===== config.mk =====
export PLATFORM = sky130hd
export DESIGN_NAME = output_channel_scheduler
export DESIGN_NICKNAME = d
export VERILOG_FILES = /design/src/rtl/output_channel_scheduler.sv
export SDC_FILE = /design/constraint.sdc
export NUM_CORES = 1
export LEC_CHECK = 0
export CAP_MARGIN = 0
export CORE_MARGIN = 1
export CORE_UTILIZATION = 45
export DETAILED_ROUTE_END_ITERATION = 10
export PLACE_DENSITY_LB_ADDON = 0.2
export SLEW_MARGIN = 10
export SYNTH_ARGS = -nofsm -noshare
export SYNTH_HDL_FRONTEND = slang
export SYNTH_SLANG_ARGS = --single-unit

===== constraint.sdc =====
create_clock -name clk -period 2.05 [get_ports clk]
set_input_delay 0.3075 -clock clk [delete_from_list [all_inputs] [get_ports clk]]
set_output_delay 0.3075 -clock clk [all_outputs]
set_load 0.01 [all_outputs]

===== src/rtl/output_channel_scheduler.sv =====
// Round-robin packet scheduler for one router output channel: locks the grant to a
// packet's owner from head to tail, drops orphan body flits, and times out stalled owners.
module output_channel_scheduler #(
  parameter int N_REQ   = 4,
  parameter int TIMEOUT = 16,
  parameter int CNT_W   = 5,
  localparam int IDX_W  = (N_REQ > 1) ? $clog2(N_REQ) : 1
) (
  input  logic             clk,
  input  logic             reset,
  input  logic [N_REQ-1:0] req,
  input  logic [N_REQ-1:0] head,
  input  logic [N_REQ-1:0] tail,
  input  logic             busy,
  output logic [N_REQ-1:0] gnt,
  output logic [N_REQ-1:0] drop,
  output logic             locked,
  output logic [IDX_W-1:0] owner,
  output logic             timeout_evt
);

  // Handshake: gnt[i] is the only transfer qualifier; it is never raised while busy is
  // high, so a flit moves exactly in the cycles where gnt[i]==1 and the input pops it.

  typedef enum logic {
    S_IDLE   = 1'b0,
    S_LOCKED = 1'b1
  } state_e;

  state_e           state_q;
  logic [IDX_W-1:0] ptr_q;
  logic [IDX_W-1:0] owner_q;
  logic [CNT_W-1:0] cnt_q;
  logic [CNT_W-1:0] cnt_d;
  logic             locked_q;
  logic             tevt_q;

  logic [N_REQ-1:0] cand;
  logic             win_vld;
  logic [IDX_W-1:0] win_idx;
  logic             own_req;
  logic             own_xfer;
  logic             own_end;
  logic             cnt_expire;

  function automatic logic [IDX_W-1:0] inc_idx(input logic [IDX_W-1:0] i);
    return (i == IDX_W'(N_REQ - 1)) ? '0 : i + 1'b1;
  endfunction

  // Rotating search starting at ptr_q; the first candidate found wins.
  always_comb begin
    logic [IDX_W:0]   sum;
    logic [IDX_W-1:0] idx;
    cand    = req & head;
    win_vld = 1'b0;
    win_idx = '0;
    sum     = '0;
    idx     = '0;
    for (int k = 0; k < N_REQ; k++) begin
      sum = {1'b0, ptr_q} + (IDX_W + 1)'(k);
      if (sum >= (IDX_W + 1)'(N_REQ)) sum = sum - (IDX_W + 1)'(N_REQ);
      idx = sum[IDX_W-1:0];
      if (!win_vld && cand[idx]) begin
        win_vld = 1'b1;
        win_idx = idx;
      end
    end
  end

  assign own_req    = req[owner_q];
  assign own_xfer   = (state_q == S_LOCKED) && own_req && !busy;
  // A head seen at the owner mid-packet is a protocol error; it still closes the packet.
  assign own_end    = tail[owner_q] | head[owner_q];
  assign cnt_d      = cnt_q + 1'b1;
  assign cnt_expire = (cnt_q == CNT_W'(TIMEOUT - 1));

  always_comb begin
    gnt  = '0;
    drop = '0;
    if (reset) begin
      if (state_q == S_IDLE) begin
        drop = req & ~head;
        if (!busy && win_vld) gnt[win_idx] = 1'b1;
      end else if (own_xfer) begin
        gnt[owner_q] = 1'b1;
      end
    end
  end

  always_ff @(posedge clk or negedge reset) begin
    if (!reset) begin
      state_q  <= S_IDLE;
      ptr_q    <= '0;
      owner_q  <= '0;
      cnt_q    <= '0;
      locked_q <= 1'b0;
      tevt_q   <= 1'b0;
    end else begin
      tevt_q <= 1'b0;
      case (state_q)
        S_IDLE: begin
          if (!busy && win_vld) begin
            if (tail[win_idx]) begin
              ptr_q <= inc_idx(win_idx);
            end else begin
              state_q  <= S_LOCKED;
              owner_q  <= win_idx;
              locked_q <= 1'b1;
              cnt_q    <= '0;
            end
          end
        end
        S_LOCKED: begin
          if (own_xfer) begin
            cnt_q <= '0;
            if (own_end) begin
              state_q  <= S_IDLE;
              locked_q <= 1'b0;
              ptr_q    <= inc_idx(owner_q);
            end
          end else if (!own_req) begin
            if (cnt_expire) begin
              state_q  <= S_IDLE;
              locked_q <= 1'b0;
              ptr_q    <= inc_idx(owner_q);
              tevt_q   <= 1'b1;
              cnt_q    <= '0;
            end else begin
              cnt_q <= cnt_d;
            end
          end
          // Owner present but backpressured: counter holds, lock never times out.
        end
        default: state_q <= S_IDLE;
      endcase
    end
  end

  assign locked      = locked_q;
  assign owner       = owner_q;
  assign timeout_evt = tevt_q;

endmodule


==> results.yml <==
synthesis:
  synth.distinct_cells: 47
  syn-cell-area_sq_mm: 0.00118
  synth_seq_cells: 12
  synth.most_common_cell: "dfrtp_1"
  ys.warnings.count: 0
  synth.avg_cell_area_sq_um: 9.56
  synth_top_cell_area_share_pct: 25.5
  synth_nets: 147
  synth.area.top_cells: "dfrtp_1, ha_1, buf_6"
  synth-seq-area-share_pct: 25.5
  synth_flop_cell: "dfrtp_1"
  synthCells: 123
  synth_area_leader_cell: "dfrtp_1"
  async_reset_ff_share_pct: 100
  synth_commonest_cells: "dfrtp_1, ha_1, nand2_1"
  synth-edff-count: 0
layout:
  layout-drive-gt1-share_pct: 46.9
  area_growth_pct: 67.8
  n_fill_cell: 153
  diodes: 0
  final_nets: 217
sta:
  rsz0062_at_grt: "yes"
  slew_headroom_pct: 71.8
  hold_viol: 0
  setup_viol_count_final: 13
  min_period_ns: 2.20
  finalSetupTns_ns: -0.949
  skew_ns: 0.00199
  finalCritPeriodShare_pct: 107
  tightest_slew_ns: 0.416
  finalWorstSetupSlack_ns: -0.148
  fmax_mhz: 455
  slew_violations: 0
cts:
  clk_path_buf_depth: 2
  clock_latency_ns: 0.28
  cts.clk_slew.worst_paths_ns: 0.09
  cts-root-buf: "clkbuf_4"
  h-tree-depth: 1
  numClockSinks: 12
  cts_tree: "done"
  hold_buffers: 0
  cts_made_buffers: 3
power_and_ir_drop:
  power.switching_w: 0.000939
  seqPwrFrac_pct: 19.2
  swShare_pct: 43.2
  p_leak_nw: 0.896
  clkPwrFrac_pct: 9.2
  intPower_w: 0.00124
  powerDensity_mw_per_mm2: 1100
  vdd_drop_max_v: 0.000945
  comb_power_share_pct: 71.6
floorplanning:
  num_io_pins: 27
  die_w_um: 53.1
  num_rows: 18
  dieArea_sq_mm: 0.00282
  fp.dieH_um: 53.1
  core-area_sq_mm: 0.00248
  start_util_pct: 47.5
critical_path:
  path_buf_inv: 2
  max_stage_delay_ns: 0.47
  critPathSlowestCell: "dfrtp_2"
  end_kind: "output pin"
  path_cells: "and3_4 > o21ai_4 > o311a_4 > inv_4 > ha_4 > a22oi_2 > nor2b_1 > buf_2"
  crit_type: "flip-flop to output pin"
  worstPathRequired_ns: 1.74
  critPathTopFamily: "compound AO/OA/AOI/OAI gates"
  crit_path_max_fanout: 7
  worstSetupStartpointType: "flip-flop"
  cp.arrival_ns: 1.89
route:
  vias_per_cell: 6.05
  drc: 1
  routed_wl_mm: 4.17
  drt-pass1-iter-count: 7
  initialDrtViolationCount: 52
  wire_per_inst_um: 18.8
  final_antenna_net_count: 0
  num_vias: 1344
global_route:
  grt_pass1_wl_mm: 5.98
  first_global_vias: 1330
  grt-ovfl-total: 0
  grt_max_degree: 13
  antenna_found_initial: 0
  grtUsageTotal_pct: 30.0
outcome:
  violations: "design-rule violations, negative setup slack"
  status: "complete, but fails checks"
flow_run:
  maxCapViolCount: 0
placement:
  gp_congestion: 0.855
  dp_hpwl_mm: 2.78
  pre_cts_ws_ns: -0.725
  portBuffers: 26
min_path:
  hp-class: "input pin to asynchronous set/reset pin"
metrics by stage:
step                instance area [sq um]  cells  utilization, %  power (W)  hold slack [ns]
floorplan                            1180    123               -    0.00115           0.0119
global placement                     1700    211            68.6    0.00159            0.480
detailed placement                   1700    211            68.6    0.00165            0.498
CTS                                  1830    215            73.7    0.00195            0.432
global route                         1970    222            79.6    0.00229            0.452
finish                               1970    222            79.6    0.00218            0.437
final cells by class:
class	count	area (sq um)	share of cell area (%)
Clock buffer	4	36.3	1.84
Inverter	8	35.0	1.78
Multi-Input combinational cell	99	1000	50.7
Sequential cell	12	302	15.3
Tap cell	30	37.5	1.90
Timing Repair Buffer	69	563	28.5
cells by family after synthesis:
group                    synth area share (%)
AO/OA/AOI/OAI                            28.8
adder cells (fa/ha/maj)                  9.57
buffers and inverters                    6.38
flip-flops                               25.5
multiplexers                             8.19
AND/OR/NAND/NOR                          21.5
routing by layer:
layer | part of all wire [%] | global-route usage (%) | vias up
met5 | 0 | 0 | -
met4 | 3.5 | 11.4 | 0
met3 | 6.6 | 4.60 | 17
met2 | 51 | 56.1 | 75
met1 | 39 | 33.4 | 648
li1 | - | - | 604
cell usage in the layout, fill, tap and decap left out, types with 3 or more instances in the layout:
cell type | netlist | routed
buf_2 | 0 | 4
nor3_1 | 4 | 4
nand2_2 | 0 | 3
ha_1 | 9 | 7
a22oi_2 | 0 | 3
inv_1 | 8 | 6
clkbuf_4 | 0 | 3
dfrtp_1 | 12 | 11
a21oi_1 | 6 | 5
nand2_1 | 9 | 6
buf_4 | 0 | 41
nor3b_1 | 4 | 4
dlygate4sd2_1 | 0 | 10
nor2b_1 | 5 | 5
clkdlybuf4s50_1 | 0 | 10
nand3_1 | 5 | 5
worst reg2reg max path: stages (launching register included):
cell	delay, ns
dfrtp_2	0.47
and3_4	0.21
o21ai_4	0.14
o311a_4	0.25
inv_4	0.06
buf_4	0.15
a211oi_4	0.33
buf_4	0.20
o21ai_4	0.08
mux2i_1	0.14
power groups by stage:
stage	sequential (W)	clock [W]	combinational (W)
floorplan	0.000408	0	0.000746
global placement	0.000402	0	0.00119
detailed placement	0.000409	0	0.00124
CTS	0.000412	0.000197	0.00134
global route	0.000425	0.000208	0.00166
finish	0.000418	0.000199	0.00156
flip-flops by register name (all words and copies together), names as in the netlist:
signal,cells
state_q,1
locked,1
cnt_q,5
owner,2
ptr_q,2
timeout_evt,1
timing repair:
action	in CTS	in global routing
setup buffers	1	8
gates resized for setup	53	19
endpoints found under the setup margin	19	15
pin swaps	11	14
gates cloned	0	0
path summary, 6_finish.rpt:
check	startpoint	to	slack, ns	cells after the start
worst min register to register	cnt_q[4]	timeout_evt	0.52	1
worst min-delay path	reset	owner[1]	0.44	2
worst max register to register	ptr_q[1]	owner[0]	-0.09	9
worst max-delay path	ptr_q[1]	gnt[0]	-0.15	8
max in group asynchronous	reset	ptr_q[1]	1.44	2
min in group clk	cnt_q[4]	timeout_evt	0.52	1
Note: power is estimated with default switching activity, not from simulation.
